[src/rtl/rv_pkg.sv]
// Shared RV32I decode constants: datapath width, ALU operation codes, major opcodes
// and the registered decode bundle.
package rv_pkg;
  localparam int unsigned XLEN = 32;

  localparam logic [3:0] ALU_ADD  = 4'b0000;
  localparam logic [3:0] ALU_SLL  = 4'b0001;
  localparam logic [3:0] ALU_SLT  = 4'b0010;
  localparam logic [3:0] ALU_SLTU = 4'b0011;
  localparam logic [3:0] ALU_XOR  = 4'b0100;
  localparam logic [3:0] ALU_SRL  = 4'b0101;
  localparam logic [3:0] ALU_OR   = 4'b0110;
  localparam logic [3:0] ALU_AND  = 4'b0111;

  localparam logic [6:0] OPC_OP     = 7'b0110011;
  localparam logic [6:0] OPC_OP_IMM = 7'b0010011;
  localparam logic [6:0] OPC_LOAD   = 7'b0000011;
  localparam logic [6:0] OPC_STORE  = 7'b0100011;
  localparam logic [6:0] OPC_BRANCH = 7'b1100011;
  localparam logic [6:0] OPC_JAL    = 7'b1101111;
  localparam logic [6:0] OPC_JALR   = 7'b1100111;
  localparam logic [6:0] OPC_LUI    = 7'b0110111;
  localparam logic [6:0] OPC_AUIPC  = 7'b0010111;

  typedef struct packed {
    logic [XLEN-1:0] operand_a;
    logic [XLEN-1:0] operand_b;
    logic [2:0]      funct3;
    logic            funct7_bit5;
    logic [3:0]      alu_op;
    logic [4:0]      rd_addr;
    logic            rd_we;
    logic [XLEN-1:0] pc;
    logic            illegal;
  } id_bundle_t;
endpackage

[src/rtl/imm_gen.sv]
// Combinational RV32I immediate generator: sign-extended I/S/B/U/J immediate
// selected by the instruction's opcode; unknown opcodes yield zero.
module imm_gen
  import rv_pkg::*;
(
  input  logic [31:0] instr,
  output logic [31:0] imm
);
  logic [31:0] imm_i, imm_s, imm_b, imm_u, imm_j;

  always_comb begin
    imm_i = {{20{instr[31]}}, instr[31:20]};
    imm_s = {{20{instr[31]}}, instr[31:25], instr[11:7]};
    imm_b = {{19{instr[31]}}, instr[31], instr[7], instr[30:25], instr[11:8], 1'b0};
    imm_u = {instr[31:12], 12'b0};
    imm_j = {{11{instr[31]}}, instr[31], instr[19:12], instr[20], instr[30:21], 1'b0};
    case (instr[6:0])
      OPC_OP_IMM, OPC_LOAD, OPC_JALR: imm = imm_i;
      OPC_STORE:                      imm = imm_s;
      OPC_BRANCH:                     imm = imm_b;
      OPC_LUI, OPC_AUIPC:             imm = imm_u;
      OPC_JAL:                        imm = imm_j;
      default:                        imm = '0;
    endcase
  end
endmodule

[src/rtl/id_stage.sv]
// Registered RV32I decode stage: decodes the fetched instruction into ALU operands and
// controls, held in one valid/ready pipeline register between fetch and execute.
module id_stage #(
  parameter int unsigned XLEN = 32
) (
  input  logic            clk,
  input  logic            rst,
  input  logic            in_valid,
  output logic            in_ready,
  input  logic [31:0]     in_instr,
  input  logic [XLEN-1:0] in_pc,
  input  logic            flush,
  output logic [4:0]      rs1_addr,
  output logic [4:0]      rs2_addr,
  input  logic [XLEN-1:0] rs1_data,
  input  logic [XLEN-1:0] rs2_data,
  output logic            out_valid,
  input  logic            out_ready,
  output logic [XLEN-1:0] operand_a,
  output logic [XLEN-1:0] operand_b,
  output logic [2:0]      funct3,
  output logic            funct7_bit5,
  output logic [3:0]      alu_op,
  output logic [4:0]      rd_addr,
  output logic            rd_we,
  output logic [XLEN-1:0] out_pc,
  output logic            illegal
);
  import rv_pkg::*;

  logic        valid_q, valid_d;
  id_bundle_t  bundle_q, bundle_d, dec;
  logic [31:0] imm;
  logic [2:0]  f3;

  imm_gen u_imm_gen (
    .instr (in_instr),
    .imm   (imm)
  );

  assign rs1_addr = in_instr[19:15];
  assign rs2_addr = in_instr[24:20];
  assign f3       = in_instr[14:12];
  assign in_ready = !valid_q || out_ready;

  always_comb begin
    dec             = '0;
    dec.funct3      = f3;
    dec.rd_addr     = in_instr[11:7];
    dec.pc          = in_pc;
    case (in_instr[6:0])
      OPC_OP: begin
        dec.operand_a   = rs1_data;
        dec.operand_b   = rs2_data;
        dec.alu_op      = {1'b0, f3};
        dec.funct7_bit5 = in_instr[30];
        dec.rd_we       = 1'b1;
      end
      OPC_OP_IMM: begin
        dec.operand_a   = rs1_data;
        dec.operand_b   = imm;
        dec.alu_op      = {1'b0, f3};
        // instr[30] is immediate data except for shifts; keeps ADDI from subtracting
        dec.funct7_bit5 = (f3 == 3'b101) && in_instr[30];
        dec.rd_we       = 1'b1;
      end
      OPC_LOAD, OPC_JALR: begin
        dec.operand_a = rs1_data;
        dec.operand_b = imm;
        dec.rd_we     = 1'b1;
      end
      OPC_STORE: begin
        dec.operand_a = rs1_data;
        dec.operand_b = imm;
      end
      OPC_LUI: begin
        dec.operand_b = imm;
        dec.rd_we     = 1'b1;
      end
      OPC_AUIPC, OPC_JAL: begin
        dec.operand_a = in_pc;
        dec.operand_b = imm;
        dec.rd_we     = 1'b1;
      end
      OPC_BRANCH: begin
        dec.operand_a = rs1_data;
        dec.operand_b = rs2_data;
        case (f3[2:1])
          2'b10:   dec.alu_op = ALU_SLT;
          2'b11:   dec.alu_op = ALU_SLTU;
          default: begin
            dec.alu_op      = ALU_ADD;
            dec.funct7_bit5 = 1'b1;
          end
        endcase
      end
      default: dec.illegal = 1'b1;
    endcase
    if (in_instr[11:7] == 5'd0) dec.rd_we = 1'b0;
  end

  always_comb begin
    valid_d  = valid_q;
    bundle_d = bundle_q;
    if (flush) begin
      valid_d = 1'b0;
    end else if (in_ready) begin
      valid_d = in_valid;
      if (in_valid) bundle_d = dec;
    end
  end

  always_ff @(posedge clk or posedge rst) begin
    if (rst) begin
      valid_q  <= 1'b0;
      bundle_q <= '0;
    end else begin
      valid_q  <= valid_d;
      bundle_q <= bundle_d;
    end
  end

  assign out_valid   = valid_q;
  assign operand_a   = bundle_q.operand_a;
  assign operand_b   = bundle_q.operand_b;
  assign funct3      = bundle_q.funct3;
  assign funct7_bit5 = bundle_q.funct7_bit5;
  assign alu_op      = bundle_q.alu_op;
  assign rd_addr     = bundle_q.rd_addr;
  assign rd_we       = bundle_q.rd_we;
  assign out_pc      = bundle_q.pc;
  assign illegal     = bundle_q.illegal;
endmodule

[config.mk]
export PLATFORM = sky130hd
export DESIGN_NAME = id_stage
export DESIGN_NICKNAME = d
export VERILOG_FILES = /design/src/rtl/rv_pkg.sv /design/src/rtl/imm_gen.sv /design/src/rtl/id_stage.sv
export SDC_FILE = /design/constraint.sdc
export NUM_CORES = 1
export LEC_CHECK = 0
export BUFFER_PORTS_ARGS = -buffer_cell sky130_fd_sc_hd__buf_4
export CORE_MARGIN = 3
export CORE_UTILIZATION = 50
export CTS_BUF_LIST = sky130_fd_sc_hd__clkbuf_16
export CTS_CLUSTER_SIZE = 30
export DETAILED_ROUTE_END_ITERATION = 16
export PLACE_DENSITY_LB_ADDON = 0.3
export SYNTH_ARGS = -nofsm -noshare
export SYNTH_HDL_FRONTEND = slang
export SYNTH_SLANG_ARGS = --single-unit
[constraint.sdc]
create_clock -name clk -period 7.6 [get_ports clk]
set_clock_uncertainty 0.15 [all_clocks]
set_input_delay 0.38 -clock clk [delete_from_list [all_inputs] [get_ports clk]]
set_output_delay 0.38 -clock clk [all_outputs]
set_load 0.03 [all_outputs]
==> Yosys cells after proc, flatten, opt, wreduce, memory -nomap -nowiden <==
Index checks and enable logic that the tools add are counted.
W data, S select, Z words.
{ "totals": {"memories": 0, "latchBits": 0, "ff_bits": 112, "mem_bits_rw": 0, "wordCells": 49, "rom_bits": 0} }
{ "classes": {"n_addsub": 0, "div_mod_pow": 0, "n_reduce_logical": 15, "bitwise_logic": 1, "mux": 11, "n_mul": 0, "n_eq_ne": 12, "shifts": 0, "order_cmp": 0} }
{ "op_table": {"columns": ["op", "n"], "rows": [
  ["$pmux W32 S2", 2],
  ["$pmux W32 S4", 1],
  ["$eq A7 B6 Y1 const B", 3],
  ["$eq A7 B7 Y1 const B", 3],
  ["$pmux W5 S3", 1],
  ["$eq A7 B5 Y1 const B", 2],
  ["$reduce_or A7 Y1", 2],
  ["$reduce_or A9 Y1", 1],
  ["$reduce_or A2 Y1", 4],
  ["$eq A7 B2 Y1 const B", 1],
  ["$mux W1", 6],
  ["$reduce_or A6 Y1", 1],
  ["$logic_not A5 Y1", 1],
  ["$eq A2 B2 Y1 const B", 2],
  ["$pmux W2 S2", 1],
  ["$eq A3 B3 Y1 const B", 1],
  ["$reduce_and A3 Y1", 1],
  ["$reduce_or A3 Y1", 1],
  ["$reduce_bool A2 Y1", 1],
  ["$logic_and A1 B1 Y1", 1],
  ["$logic_not A1 Y1", 1],
  ["$logic_or A1 B1 Y1", 1],
  ["$not A1 Y1", 1]
]} }

==> Logic depth before layout (Yosys ltp) <==
{ "depth": {"ltp_word": 4, "mapped_depth": 8, "ltp_nobuf": 5} }

==> Hierarchy <==
Synthesis repeated with hierarchy kept, for this count alone.
{ "unflattened": {"hier_cells": 562, "hier_area_um2": 5474.0} }
{ "modules_own_cells": {"columns": ["module", "area_each_um2", "cells_per_inst", "instances"], "rows": [
  ["id_stage", 4927.2, 483, 1],
  ["imm_gen", 546.8, 79, 1]
]} }

==> Worst setup path after synthesis <==
Ideal clock, no wire load.
{ "synth_path": {"kind": "reg-to-reg", "start": "reg valid_q (netlist: out_valid)", "end": "reg bundle_q (netlist bit rd_we)", "path_buffers": 3, "t_required_ps": 7340, "arrival_time_ps": 1732, "slack_ps": 5608, "path_stages_with_launch": 9, "synth_period_minus_slack_ps": 1992, "path_cell_list": "dfrtp_1 -> nor2b_1 -> inv_2 -> nand3b_1 -> buf_4 -> buf_4 -> clkbuf_1 -> nand2_1 -> o41ai_1"} }
{ "synth_via": {"elab_chain_len": 3} }
{ "synth_lines": {"columns": ["item", "line", "text"], "rows": [
  ["from (decl)", "id_stage.sv:31", "logic valid_q, valid_d;"],
  ["from (signal assigned)", "id_stage.sv:118", "valid_q <= valid_d;"],
  ["$logic_not A1 Y1", "id_stage.sv:44", "assign in_ready = !valid_q || out_ready;"],
  ["$logic_or A1 B1 Y1", "id_stage.sv:44", null],
  ["net in_ready", "id_stage.sv:9", "output logic in_ready,"],
  ["$reduce_and A3 Y1 (no line)", null, null],
  ["to (signal assigned)", "id_stage.sv:119", "bundle_q <= bundle_d;"],
  ["to (decl)", "id_stage.sv:32", "id_bundle_t bundle_q, bundle_d, dec;"]
]} }
The timed path passes the listed nets, and every way through them passes these cells.
A chain may end at the register's enable or synchronous reset.

==> Worst setup path in the final report <==
{ "layout_path": {"start": "reg valid_q (netlist: out_valid)", "end": "reg bundle_q (netlist bit operand_a[3])"} }
{ "layout_via": {"elab_chain_len": 3} }
{ "layout_lines": {"columns": ["item", "line"], "rows": [
  ["$logic_not A1 Y1", "id_stage.sv:44"],
  ["$logic_or A1 B1 Y1", "id_stage.sv:44"],
  ["$reduce_and A3 Y1 (no line)", null]
]} }
No other way between the ends.

==> impl_metrics.csv <==
group,metric,value,unit
power_and_ir_drop,p_leak,0.00358,uW
drt,drtAntennaViolNets,0,
power_and_ir_drop,pwr-share-seq,44.6,%
cells_and_area,nets,907,
setup_path,cp_top_family,"buffers and inverters",
floorplanning,start_util,52.5,%
logic_synthesis,synth_nets,692,
power_and_ir_drop,ir_drop,0.123,mV
cells_and_area,n_fill_cell,758,
grt,grt_pass1_vias,5099,
timing,max_slew.worst_pin.slew,1.29,ns
clock_network,cts_buffers,9,
logic_synthesis,yosysSeqAreaShare,53.2,%
setup_path,crit_path_top_delay_cell,"buf_4",
timing,fmax,405,MHz
floorplanning,io_pins,256,
job,max_cap_viol_count,0,
power_and_ir_drop,p_int,1030,uW
floorplanning,fp-row-count,36,
hold_path,min_path_type,"in2reg",
setup_path,worstSetupEndpointType,"flip-flop",
grt,grt_max_degree,83,
power_and_ir_drop,p_clk_share,27.9,%
placed_design,place_congestion,0.876,
cells_and_area,layout-drive-gt1-share,36.2,%
timing,grt_setup_unrepaired,"false",
setup_path,crit_path_start_kind,"flip-flop",
timing,hold_viol,0,
clock_network,clock_latency,0.34,ns
logic_synthesis,ys_warn_count,0,
setup_path,crit_chain,"nor2b_1 -> inv_2 -> nand3b_1 -> buf_4 -> buf_4 -> nand2_1 -> o21ai_1",
status,status,"finished clean",
logic_synthesis,syn_area_per_cell,9.34,um^2
placed_design,port_buffers,254,
drt,wl_per_cell,18.3,um
logic_synthesis,synth-main-ff-cell,"dfrtp_1",
timing,setup_tns,0,ns
timing,relSlewSlack,14.0,%
setup_path,worstSetupPathType,"reg2reg",
logic_synthesis,synth_area,5220,um^2
timing,setup_violations,0,
logic_synthesis,ys_seq_elements,111,
clock_network,cts_tree,"built",
floorplanning,fp.dieW,108,um
grt,grt_pass1_wl,25600,um
floorplanning,dieArea,11700,um^2
drt,drc_errors,0,
drt,drt-initial-drc-count,551,
clock_network,htreeDepth,3,
setup_path,worstPathArrival,2.58,ns
timing,finalMaxSlewViolations,0,
placed_design,dp_hpwl,11800,um
setup_path,slowest_delay,0.68,ns
logic_synthesis,ys_types,51,
timing,fin_crit,2.47,ns
setup_path,crit_buf_inv,3,
clock_network,cts_buffer_depth,2,
cells_and_area,final_common_cell,"buf_4",
drt,finalWirelength,16700,um
grt,grt-ovfl-total,0,
power_and_ir_drop,power_frac_comb,27.5,%
setup_path,crit_top_cell,"buf_4",
clock_network,cts.clk_slew.worst_paths,0.07,ns
drt,drtPass1Iterations,7,
power_and_ir_drop,p_per_area,212,nW/um^2
clock_network,cts_sinks,111,
cells_and_area,n_antenna_cell,0,
logic_synthesis,async_reset_ff_share,100,%
logic_synthesis,netlist_instances,559,
setup_path,required,7.71,ns
power_and_ir_drop,switching_share,33.2,%
clock_network,ctsResizeCount,0,
grt,grt.total_usage,28.0,%
setup_path,worstPathMaxFanout,82,
power_and_ir_drop,finalPower,1540,uW
clock_network,clock-root-buffer,"clkbuf_16",
power_and_ir_drop,switching_power,511,uW
timing,fin_crit_sh,32.5,%
cells_and_area,synthToLayoutAreaGrowth,39.3,%
floorplanning,core,9950,um^2
drt,viasPerCell,5.72,
drt,dr_total_vias,5219,
cells_and_area,final_cell_mix,"buf_4, nand2_1, dfrtp_1",
floorplanning,dieHeight,108,um
grt,antenna_found_initial,0,
logic_synthesis,synth_edf_count,0,
## what timing repair did
item / 4_1_cts / 5_1_grt
hold endpoints to repair: 43 / 0
setup buffers: 0 / 0
hold buffers: 1 / 0
endpoints found under the setup margin: 0 / 0
## synthesized netlist by cell type (2+ instances only)
cell type / number / area (um^2)
and3_1: 10 / 62.6
a22oi_1: 13 / 97.6
buf_1: 3 / 11.3
a32oi_1: 32 / 280
dfrtp_1: 111 / 2780
a221oi_1: 6 / 52.6
buf_2: 16 / 80.1
a22o_1: 2 / 17.5
o21ai_0: 17 / 85.1
nand3_1: 2 / 10.0
a222oi_1: 5 / 50.1
buf_6: 7 / 78.8
nor2_1: 36 / 135
a31oi_1: 12 / 75.1
clkbuf_1: 13 / 48.8
o2111ai_1: 2 / 17.5
o21ai_1: 30 / 150
o21a_1: 2 / 15.0
a21oi_1: 20 / 100
nand3b_1: 2 / 15.0
buf_4: 16 / 120
nand2_1: 171 / 642
and3b_1: 3 / 26.3
## path summary, 6_finish.rpt
path / cells past startpoint / slack (ns) / endpoint / from
max: 7 / 5.13 / operand_a[3] / out_valid
min: 2 / 0.08 / out_valid / flush
max reg2reg: 7 / 5.13 / operand_a[3] / out_valid
min reg2reg: 2 / 0.33 / out_pc[2] / out_pc[2]
max in group asynchronous: 4 / 5.52 / operand_b[16] / rst
min in group asynchronous: 3 / 0.50 / out_pc[23] / rst
## layer usage
metal  share of wire [%]  wire [um]  track usage [%]
met1                  38       6370             35.9
met2                  50       8260             46.2
met3                  10       1660             6.03
met4                 2.3        386             11.3
met5                   0          0                0
## through the flow
stage	util, %	hold WS, ns	worst slack [ns]	instances	instance area, um^2
after global routing	73.1	0.0804	4.93	912	7270
final	73.1	0.0807	5.13	912	7270
after CTS	73.1	0.0691	5.16	912	7270
after detailed placement	70.3	0.313	4.91	895	7000
after global placement	70.3	0.307	5.07	895	7000
after floorplan	-	0.296	4.14	559	5220
## final cells by class
cell class | instances | area, um^2 | area share, %
tap | 133 | 166 | 2.29
clock buffer | 9 | 225 | 3.10
sequential | 111 | 2780 | 38.2
inverter | 2 | 10.0 | 0.138
clock inverter | 7 | 41.3 | 0.568
timing repair buffer | 260 | 1950 | 26.9
multi-input combinational | 390 | 2100 | 28.8
## logic make-up after synthesis
family / synth area share (%)
and+or+nand+nor: 20.2
AOI/OAI and AO/OA: 19.6
DFF: 53.2
buffers and inverters: 6.73
xor gates and xnor gates: 0.168
other: 0.0718
## worst register-to-register path, stage by stage, from the launching register on
cell	delay (ns)
dfrtp_1	0.35
nor2b_1	0.33
inv_2	0.07
nand3b_1	0.10
buf_4	0.38
buf_4	0.70
nand2_1	0.19
o21ai_1	0.12
## state kept, by name, indices dropped and copies added (netlist names)
signal / flops
funct7_bit5: 1
out_pc: 32
alu_op: 3
operand_a: 32
operand_b: 32
rd_we: 1
rd_addr: 5
out_valid: 1
illegal: 1
funct3: 3
## power groups by stage
stage	logic, uW	registers, uW	clock network (uW)
after CTS	425	687	440
after detailed placement	424	698	0
final	424	688	430
after floorplan	111	813	0
after global routing	452	695	468
after global placement	415	695	0
Power figures use the tool's default switching activity.
